===== config.mk =====
export PLATFORM = sky130hd
export DESIGN_NAME = cdb_arbiter_flat
export DESIGN_NICKNAME = d
export VERILOG_FILES = /design/src/rtl/cdb_pkg.sv /design/src/rtl/cdb_arbiter_if.sv /design/src/rtl/cdb_arbiter_rr_arbiter.sv /design/src/rtl/cdb_arbiter.sv /design/src/flat_wrapper.sv
export SDC_FILE = /design/constraint.sdc
export NUM_CORES = 1
export LEC_CHECK = 0
export CORE_MARGIN = 2
export CORE_UTILIZATION = 60
export CTS_BUF_LIST = sky130_fd_sc_hd__clkbuf_2 sky130_fd_sc_hd__clkbuf_4 sky130_fd_sc_hd__clkbuf_8
export DETAILED_ROUTE_END_ITERATION = 6
export DONT_BUFFER_PORTS = 1
export GPL_TIMING_DRIVEN = 0
export MAX_ROUTING_LAYER = met4
export PLACE_DENSITY = 0.84
export SLEW_MARGIN = 20
export SYNTH_ARGS = -nofsm -noshare
export SYNTH_HDL_FRONTEND = slang
export SYNTH_SLANG_ARGS = --single-unit

===== constraint.sdc =====
create_clock -name clock -period 6.52 [get_ports clock]
set_clock_uncertainty 0.1 [all_clocks]
set_input_delay 1.304 -clock clock [delete_from_list [all_inputs] [get_ports clock]]
set_output_delay 1.304 -clock clock [all_outputs]
set_load 0.01 [all_outputs]

===== src/rtl/cdb_pkg.sv =====
// cdb_pkg: shared widths and the result message carried by the holding slots
// and the CDB output register of cdb_arbiter.
package cdb_pkg;

  localparam int unsigned NUM_REQ_DEF = 4;
  localparam int unsigned TAG_W       = 5;
  localparam int unsigned DATA_W      = 32;

  // One completed result: destination ROB tag, value and branch outcome.
  typedef struct packed {
    logic [TAG_W-1:0]  tag;
    logic [DATA_W-1:0] data;
    logic              branch;
    logic              taken;
  } cdb_msg_t;

endpackage


===== src/rtl/cdb_arbiter_if.sv =====
// cdb_arbiter_if: requester-side valid/ready results plus the broadcast CDB.
//   master : execution units / ROB side (drives req_*, observes ready and Cdb_*)
//   slave  : cdb_arbiter side (observes req_*, drives req_ready and Cdb_*)
//   req_tag / req_data are packed per requester: slice i = [i*W +: W].
interface cdb_arbiter_if #(
  parameter int unsigned NUM_REQ = cdb_pkg::NUM_REQ_DEF
);
  localparam int unsigned IDX_W = $clog2(NUM_REQ);

  logic [NUM_REQ-1:0]                req_valid;
  logic [NUM_REQ-1:0]                req_ready;
  logic [NUM_REQ*cdb_pkg::TAG_W-1:0]  req_tag;
  logic [NUM_REQ*cdb_pkg::DATA_W-1:0] req_data;
  logic [NUM_REQ-1:0]                req_branch;
  logic [NUM_REQ-1:0]                req_branch_taken;

  logic                        Cdb_valid;
  logic [cdb_pkg::TAG_W-1:0]   Cdb_rd_tag;
  logic [cdb_pkg::DATA_W-1:0]  Cdb_data;
  logic                        Cdb_branch;
  logic                        Cdb_branch_taken;
  logic [IDX_W-1:0]            Cdb_src;

  modport master (
    output req_valid, req_tag, req_data, req_branch, req_branch_taken,
    input  req_ready,
    input  Cdb_valid, Cdb_rd_tag, Cdb_data, Cdb_branch, Cdb_branch_taken, Cdb_src
  );

  modport slave (
    input  req_valid, req_tag, req_data, req_branch, req_branch_taken,
    output req_ready,
    output Cdb_valid, Cdb_rd_tag, Cdb_data, Cdb_branch, Cdb_branch_taken, Cdb_src
  );

endinterface


===== src/rtl/cdb_arbiter_rr_arbiter.sv =====
// rr_arbiter: rotating-priority single-winner pick with its own pointer.
//   clock, reset (async, active-high), flush (sync pointer clear)
//   req         : candidates (held slots)
//   prio        : preferred candidates; if any preferred candidate is
//                 requesting, only those compete (round-robin among them)
//   grant_c     : one-hot or zero winner (combinational)
//   grant_idx_c : winner index, grant_valid_c : a winner exists
module rr_arbiter #(
  parameter int unsigned NUM_REQ = 4
) (
  input  logic                       clock,
  input  logic                       reset,
  input  logic                       flush,
  input  logic [NUM_REQ-1:0]         req,
  input  logic [NUM_REQ-1:0]         prio,
  output logic [NUM_REQ-1:0]         grant_c,
  output logic [$clog2(NUM_REQ)-1:0] grant_idx_c,
  output logic                       grant_valid_c
);
  localparam int unsigned IDX_W = $clog2(NUM_REQ);

  logic [IDX_W-1:0]   rr_ptr;
  logic [NUM_REQ-1:0] eff_req;
  logic [IDX_W-1:0]   cand_idx;
  logic               found;

  // Narrow the field to preferred candidates only when one is present.
  always_comb begin
    eff_req = req;
    if ((req & prio) != '0) eff_req = req & prio;
  end

  // First requesting slot at or after rr_ptr, wrapping modulo NUM_REQ.
  always_comb begin
    grant_c       = '0;
    grant_idx_c   = '0;
    grant_valid_c = 1'b0;
    found         = 1'b0;
    cand_idx      = '0;
    for (int unsigned off = 0; off < NUM_REQ; off++) begin
      cand_idx = IDX_W'((32'(rr_ptr) + off) % NUM_REQ);
      if (!found && eff_req[cand_idx]) begin
        found       = 1'b1;
        grant_idx_c = cand_idx;
      end
    end
    grant_valid_c = found;
    if (found) grant_c[grant_idx_c] = 1'b1;
  end

  // Pointer moves one past the winner; flush restarts the search at 0.
  always_ff @(posedge clock or posedge reset) begin
    if (reset) begin
      rr_ptr <= '0;
    end else if (flush) begin
      rr_ptr <= '0;
    end else if (grant_valid_c) begin
      if (grant_idx_c == IDX_W'(NUM_REQ - 1)) rr_ptr <= '0;
      else                                   rr_ptr <= IDX_W'(grant_idx_c + IDX_W'(1));
    end
  end

endmodule


===== src/rtl/cdb_arbiter.sv =====
// cdb_arbiter: collects execution-unit results into one-entry holding slots
// and broadcasts at most one per cycle on the registered common data bus.
//   clock, reset (async, active-high)
//   flush : synchronous drop of all held results, forces req_ready high
//   bus   : cdb_arbiter_if.slave (req_* handshake in, Cdb_* broadcast out)
// Compile option CDB_ARB_BRANCH_PRIO_EN: held branch results win over
// non-branch results; undefined gives pure round-robin.
module cdb_arbiter
  import cdb_pkg::*;
#(
  parameter int unsigned NUM_REQ = NUM_REQ_DEF
) (
  input  logic                clock,
  input  logic                reset,
  input  logic                flush,
  cdb_arbiter_if.slave        bus
);
  localparam int unsigned IDX_W = $clog2(NUM_REQ);

  cdb_msg_t           slot_q [NUM_REQ];
  cdb_msg_t           req_msg [NUM_REQ];
  logic [NUM_REQ-1:0] hold_valid;
  logic [NUM_REQ-1:0] prio;
  logic [NUM_REQ-1:0] accept;
  logic [NUM_REQ-1:0] grant_c;
  logic [IDX_W-1:0]   grant_idx_c;
  logic               grant_valid_c;

  cdb_msg_t           cdb_q;
  logic               cdb_valid_q;
  logic [IDX_W-1:0]   cdb_src_q;

  // Unpack the per-requester slices into messages.
  always_comb begin
    for (int i = 0; i < int'(NUM_REQ); i++) begin
      req_msg[i].tag    = bus.req_tag[i*TAG_W +: TAG_W];
      req_msg[i].data   = bus.req_data[i*DATA_W +: DATA_W];
      req_msg[i].branch = bus.req_branch[i];
      req_msg[i].taken  = bus.req_branch_taken[i];
    end
  end

`ifdef CDB_ARB_BRANCH_PRIO_EN
  // Held branches are preferred so mispredicts reach the ROB early.
  always_comb begin
    for (int i = 0; i < int'(NUM_REQ); i++) prio[i] = slot_q[i].branch;
  end
`else
  assign prio = '0;
`endif

  rr_arbiter #(.NUM_REQ(NUM_REQ)) u_rr (
    .clock         (clock),
    .reset         (reset),
    .flush         (flush),
    .req           (hold_valid),
    .prio          (prio),
    .grant_c       (grant_c),
    .grant_idx_c   (grant_idx_c),
    .grant_valid_c (grant_valid_c)
  );

  // A slot being drained this edge may be refilled at the same edge.
  always_comb begin
    bus.req_ready = ~hold_valid | grant_c;
    if (flush) bus.req_ready = '1;
    accept = bus.req_valid & bus.req_ready & ~{NUM_REQ{flush}};
  end

  // Holding slots: load on accept, clear on grant, flush drops everything.
  always_ff @(posedge clock or posedge reset) begin
    if (reset) begin
      hold_valid <= '0;
      for (int i = 0; i < int'(NUM_REQ); i++) slot_q[i] <= '0;
    end else if (flush) begin
      hold_valid <= '0;
    end else begin
      for (int i = 0; i < int'(NUM_REQ); i++) begin
        if (accept[i]) begin
          hold_valid[i] <= 1'b1;
          slot_q[i]     <= req_msg[i];
        end else if (grant_c[i]) begin
          hold_valid[i] <= 1'b0;
        end
      end
    end
  end

  // CDB stage: payload holds its last value when nothing is granted.
  always_ff @(posedge clock or posedge reset) begin
    if (reset) begin
      cdb_q       <= '0;
      cdb_valid_q <= 1'b0;
      cdb_src_q   <= '0;
    end else if (flush) begin
      cdb_valid_q <= 1'b0;
    end else if (grant_valid_c) begin
      cdb_q       <= slot_q[grant_idx_c];
      cdb_valid_q <= 1'b1;
      cdb_src_q   <= grant_idx_c;
    end else begin
      cdb_valid_q <= 1'b0;
    end
  end

  assign bus.Cdb_valid        = cdb_valid_q;
  assign bus.Cdb_rd_tag       = cdb_q.tag;
  assign bus.Cdb_data         = cdb_q.data;
  assign bus.Cdb_branch       = cdb_q.branch;
  assign bus.Cdb_branch_taken = cdb_q.taken;
  assign bus.Cdb_src          = cdb_src_q;

endmodule


===== src/flat_wrapper.sv =====
// flat-port wrapper written by rule: the top's interface ports become plain ports
module cdb_arbiter_flat import cdb_pkg::*;
#(
  parameter int unsigned NUM_REQ = NUM_REQ_DEF
)
  (clock, reset, flush, bus_req_valid, bus_req_tag, bus_req_data, bus_req_branch, bus_req_branch_taken, bus_req_ready, bus_Cdb_valid, bus_Cdb_rd_tag, bus_Cdb_data, bus_Cdb_branch, bus_Cdb_branch_taken, bus_Cdb_src);
  cdb_arbiter_if #(.NUM_REQ(NUM_REQ)) bus_i ();
  input  logic clock;
  input  logic reset;
  input  logic flush;
  input wire logic [$bits(bus_i.req_valid)-1:0] bus_req_valid;
  input wire logic [$bits(bus_i.req_tag)-1:0] bus_req_tag;
  input wire logic [$bits(bus_i.req_data)-1:0] bus_req_data;
  input wire logic [$bits(bus_i.req_branch)-1:0] bus_req_branch;
  input wire logic [$bits(bus_i.req_branch_taken)-1:0] bus_req_branch_taken;
  output wire logic [$bits(bus_i.req_ready)-1:0] bus_req_ready;
  output wire logic [$bits(bus_i.Cdb_valid)-1:0] bus_Cdb_valid;
  output wire logic [$bits(bus_i.Cdb_rd_tag)-1:0] bus_Cdb_rd_tag;
  output wire logic [$bits(bus_i.Cdb_data)-1:0] bus_Cdb_data;
  output wire logic [$bits(bus_i.Cdb_branch)-1:0] bus_Cdb_branch;
  output wire logic [$bits(bus_i.Cdb_branch_taken)-1:0] bus_Cdb_branch_taken;
  output wire logic [$bits(bus_i.Cdb_src)-1:0] bus_Cdb_src;
  assign bus_i.req_valid = bus_req_valid;
  assign bus_i.req_tag = bus_req_tag;
  assign bus_i.req_data = bus_req_data;
  assign bus_i.req_branch = bus_req_branch;
  assign bus_i.req_branch_taken = bus_req_branch_taken;
  assign bus_req_ready = bus_i.req_ready;
  assign bus_Cdb_valid = bus_i.Cdb_valid;
  assign bus_Cdb_rd_tag = bus_i.Cdb_rd_tag;
  assign bus_Cdb_data = bus_i.Cdb_data;
  assign bus_Cdb_branch = bus_i.Cdb_branch;
  assign bus_Cdb_branch_taken = bus_i.Cdb_branch_taken;
  assign bus_Cdb_src = bus_i.Cdb_src;
  cdb_arbiter #(.NUM_REQ(NUM_REQ)) u_core (.clock(clock), .reset(reset), .flush(flush), .bus(bus_i));
endmodule

; ---- After elaboration in Yosys (flattened, before gate mapping)
; Index checks and enable logic that the tools add are counted.
[op_classes]
n_addsub = 4
n_lt_le_gt_ge = 7
eq_ne = 1
n_mux = 37
n_bitwise = 7
n_reduce_logical = 17
[op_table]
columns = cell, n
row1 = $bmux W39 S2, 1
row2 = $mux W39, 2
row3 = $mux W1, 19
row4 = $lt A2 B3 Y1 const B, 5
row5 = $mux W2, 7
row6 = $mux W4, 3
row7 = $reduce_bool A3 Y1, 4
row8 = $reduce_and A2 Y1, 5
row9 = $and A4 B4 Y4, 2
row10 = $bmux W1 S2, 4
row11 = $not A4 Y4, 2
row12 = $add A2 B1 Y2 const B, 2
row13 = $add A2 B2 Y2 const B, 2
row14 = $logic_and A1 B1 Y1, 4
row15 = $or A4 B4 Y4, 1
row16 = $ge A3 B3 Y1 const B, 1
row17 = $logic_not A1 Y1, 3
row18 = $not A2 Y3, 1
row19 = $demux W1 S2, 1
row20 = $eq A2 B2 Y1 const B, 1
row21 = $ge A2 B1 Y1 const B, 1
row22 = $reduce_bool A2 Y1, 1
row23 = $not A1 Y1, 1
[word_totals]
reg_bits = 204
in_bits = 163
output_inout_bits = 46
word_cells = 100

; ---- Logic depth before layout (Yosys ltp)
[logic_depth]
depth_word = 23
ltp_mapped = 11
mapped_depth_nobuf = 8

; ---- By module
; A second synthesis with hierarchy kept.
[unflattened]
cells_unflattened = 628
area_unflattened_um2 = 9162.5
[modules_own_cells]
columns = mod, instances, cells_each, area_each_um2, seq_area_each_um2
row1 = cdb_arbiter, 1, 584, 8813.5, 5054.8
row2 = rr_arbiter, 1, 44, 349.1, 50.0

; ---- Least setup slack after synthesis
; Ideal clock, no wire load.
[synth_timing]
path_kind = input -> output
from = input port flush
to = output port bus_req_ready[2]
arrival_ns = 1.889
setup_slack_ns = 3.227
stages = 2
n_path_buf = 1
cell_sequence = clkbuf_1 or3_1
[synth_between]
elab_chain_cells = 1
[synth_rtl]
columns = element, line
row1 = start: declaration, flat_wrapper.sv:10  ; input logic flush;
row2 = $mux W4, cdb_arbiter.sv:66  ; if (flush) bus.req_ready = '1;
row3 = end: declaration, flat_wrapper.sv:16  ; output wire logic [$bits(bus_i.req_ready)-1:0] bus_req_ready;
; No other way between the ends.

; ---- Worst setup path after layout
[layout_timing]
from = register u_core.hold_valid[2]
to = output port bus_req_ready[1]
[layout_between]
elab_chain_cells = 19
word_cells_on_any_way = 30
cone_classes = order compare (2) / mux (20) / bitwise (1) / reduce/logical (7)
[layout_rtl]
columns = element, line
row1 = start: declaration, cdb_arbiter.sv:22  ; logic [NUM_REQ-1:0] hold_valid;
row2 = start signal: assignment, cdb_arbiter.sv:73  ; hold_valid <= '0;
row3 = start signal: assignment, cdb_arbiter.sv:76  ; hold_valid <= '0;
row4 = start signal: indexed assignment, cdb_arbiter.sv:80  ; hold_valid[i] <= 1'b1;
row5 = $bmux W1 S2, cdb_arbiter_rr_arbiter.sv:42  ; if (!found && eff_req[cand_idx]) begin
row6 = $mux W1 (not written as such), cdb_arbiter_rr_arbiter.sv:42
row7 = $mux W1, cdb_arbiter_rr_arbiter.sv:42
row8 = $logic_not A1 Y1, cdb_arbiter_rr_arbiter.sv:42
row9 = $logic_and A1 B1 Y1, cdb_arbiter_rr_arbiter.sv:42
row10 = $mux W1, cdb_arbiter_rr_arbiter.sv:42
row11 = $logic_not A1 Y1, cdb_arbiter_rr_arbiter.sv:42
row12 = $logic_and A1 B1 Y1, cdb_arbiter_rr_arbiter.sv:42
row13 = [3 not listed], --
row14 = $mux W2, cdb_arbiter_rr_arbiter.sv:42
row15 = $lt A2 B3 Y1 (not written as such) or $ge A2 B1 Y1 (tied branches), cdb_arbiter_rr_arbiter.sv:48  ; if (found) grant_c[grant_idx_c] = 1'b1;
row16 = $logic_and A1 B1 Y1 (not written as such), cdb_arbiter_rr_arbiter.sv:48
row17 = $mux W1 (not written as such), cdb_arbiter_rr_arbiter.sv:48
row18 = $demux W1 S2, cdb_arbiter_rr_arbiter.sv:48
row19 = $mux W4 (*), cdb_arbiter_rr_arbiter.sv:48
row20 = $or A4 B4 Y4 (*), cdb_arbiter.sv:65  ; bus.req_ready = ~hold_valid | grant_c;
row21 = $mux W4 (*), cdb_arbiter.sv:66
; Mark *: on every way between the ends. The rest lies on a longest branch, timed or not. The select of a mux whose other input is x is not followed.

==> metrics.yaml <==
clocking:
  htree_levels: 2
  root_buffer: "clkbuf_8"
  cts_tree: "built"
  clockBufferDepth: 3
  ctsResizeCount: 0
  clock-sinks: 204
  clk_pin_slew_ns: 0.06
  clk-insertion-delay-late_ns: 0.50
  cts_made_buffers: 34
  cts_hold_buf: 0
  cts_setup_buffers: 0
floorplan:
  pin_count: 209
  fp.dieW_microns: 126
  die_y_microns: 126
  core_area_sq_um: 14600
  start_util: 0.616
  die_area_sq_um: 16000
  rows: 44
route:
  drt-total-wl_microns: 23400
  drc: 0
  dr.first_iter.drc_count: 407
  viasPerCell: 6.38
  dr.pass1.iters: 5
  drt.antenna.violating_nets: 0
  dr_total_vias: 5833
  wl_per_cell_microns: 25.6
yosys:
  synth_edf_count: 0
  ys.flop_type: "dfrtp_1"
  synth_mux_area_frac: 0.243
  synthTopCellsByArea: "dfrtp_1, mux2_2, mux2i_1, o22ai_1, a221oi_1"
  synth-seq-area-share: 0.568
  synthAdderAreaFrac: 0.00139
  yosys_register_bits: 204
  synth-xor-area-share: 0
  synth_top_cell_by_area: "dfrtp_1"
  synth_area_per_cell_sq_um: 13.5
  synth-simple-area-share: 0.0366
  synth_top_family_by_area: "multiplexers"
  yosys_warnings: 0
  netlist_area_sq_um: 8980
  async_flop_share: 1.00
  synth_nets: 827
  synthCells: 663
  synth_compound_area_frac: 0.114
  synth_top_area_frac: 0.568
  ys_types: 44
cells_and_area:
  area_growth_pct: 11.8
  drive_gt1_frac: 0.353
  stdcell_area_sq_um: 10000
  fillCellCount: 1006
  final_nets: 869
  utilization: 0.688
sta:
  fmax_mhz: 248
  rsz0062_at_grt: "false"
  slew_viol_final: 0
  finalSetupViolations: 0
  fin_crit_sh: 0.619
  finalCriticalPeriod_ns: 4.04
  finalHoldViolations: 0
  slew_headroom: 0.574
  tns_ns: 0
  tightest_slew_ns: 0.639
hold_path:
  hp-class: "register to register"
  hp-start: "u_core.slot_q[73]"
critical_path:
  start_kind: "register"
  cp-end-kind: "output port"
  crit_path_start: "u_core.hold_valid[2]"
  cp_max_fo: 10
  r2r_start: "u_core.hold_valid[2]"
  path_class: "register to output port"
  required_ns: 5.12
  worst_ep_arrival_time_ns: 2.63
global_route:
  grt_antenna_before_repair: 4
  grt_usage: 0.300
  grt_pass1_vias: 6480
  grt_max_degree: 39
  gr-total-overflow: 0
  grt_pass1_wl_microns: 35500
power:
  powerDensity_nw_per_um2: 384
  p_leak_uw: 0.00434
  ir_worst_vdd_mv: 0.217
  p_total_uw: 3850
placement:
  place.gp.congestion: 0.888
  dpl_cell_area_sq_um: 9340
  port_buffers: 0
  hpwl_microns: 16800
outcome:
  status: "complete, no violations"
job:
  max_cap_violations: 0
==> worst max-delay path, cell delays in order, from the launching register on <==
cell and delay, ns:
dfrtp_1 0.48, nor2b_1 0.32, a221o_1 0.27, nand2_1 0.15, clkbuf_1 0.27, ha_1 0.26, nor2b_1 0.21, nand2b_1 0.17
==> state kept, by name, indices dropped and copies added (netlist names) <==
signal and flops:
u_core.bus.Cdb_branch 1, u_core.bus.Cdb_data 32, u_core.bus.Cdb_rd_tag 5, u_core.u_rr.rr_ptr 2
u_core.slot_q 156, u_core.bus.Cdb_branch_taken 1, u_core.bus.Cdb_src 2, u_core.bus.Cdb_valid 1
u_core.hold_valid 4
==> placed cells by master, fill, tap and decap left out, drive strengths merged, types with 3 or more instances in the layout <==
cell type	count
dfrtp	204
mux2	156
clkbuf	67
o21ai	40
buf	40
mux2i	39
o22ai	39
nor2	27
a211oi	21
o21a	20
a221oi	19
nand2	8
inv	6
diode	5
nand2b	5
nor2b	5
a21oi	3
or2	3
==> where the power goes <==
group	internal (uW)	switching, uW	leakage [uW]	total (uW)
Combinational	422	416	0.00158	838
Clock	653	482	0.000366	1140
Sequential	1600	284	0.00239	1880
Total	2670	1180	0.00434	3850
==> layer usage <==
metal	vias to the layer above	share of wire	global-route usage
met5	-	0	-
met1	2958	0.39	0.351
met4	0	0.037	0.143
met2	266	0.51	0.487
met3	66	0.066	0.0772
li1	2543	-	-
==> final timing paths <==
path	to	slack, ns	depth (start not counted)
worst max-delay path	bus_req_ready[1]	2.48	7
worst min-delay path	u_core.slot_q[73]	0.40	1
worst max register to register	u_core.slot_q[83]	2.96	10
worst min register to register	u_core.slot_q[73]	0.40	1
max in group asynchronous	u_core.slot_q[7]	4.91	4
min in group asynchronous	u_core.slot_q[106]	0.47	1
==> cell families after synthesis <==
family | Yosys count
AO/OA/AOI/OAI | 150
adder cells (fa/ha/maj) | 1
buffers and inverters | 55
flip-flops | 204
multiplexers | 195
AND/OR/NAND/NOR | 58
==> metrics by stage <==
| stage | setup WS (ns) | hold WS [ns] | std cells |
|---|---|---|---|
| final | 2.48 | 0.401 | 914 |
| after global routing | 2.38 | 0.408 | 913 |
| after CTS | 2.45 | 0.403 | 909 |
| after detailed placement | 2.95 | 0.389 | 853 |
| after global placement | 1.71 | 0.373 | 847 |
| after floorplan | 2.47 | 0.364 | 663 |
==> cell type report <==
class                   count  area, sq um  share of cell area
flip-flops and latches    204         5100               0.508
multi-input cells         404         3550               0.353
clock buffers              53          673              0.0670
plain buffers              48          299              0.0298
well taps                 184          230              0.0229
repair buffers              6          120              0.0120
inverters                   7         35.0             0.00349
clock inverters             3         21.3             0.00212
diodes                      5         12.5             0.00125
==> synthesized netlist by cell type (3+ instances only) <==
cell and number:
inv_1 5, buf_4 8, a21oi_1 3, mux2_1 10
o22ai_1 39, o21ai_0 30, nor2_1 26, mux2_4 10
dfrtp_1 204, o21a_1 20, a221oi_1 19, buf_6 9
mux2_2 136, a211oi_1 21, nand2_1 8, buf_2 17
o21ai_1 10, mux2i_1 39, nand2b_1 5, nor2b_1 4
clkbuf_1 14
Power figures use the tool's default switching activity.
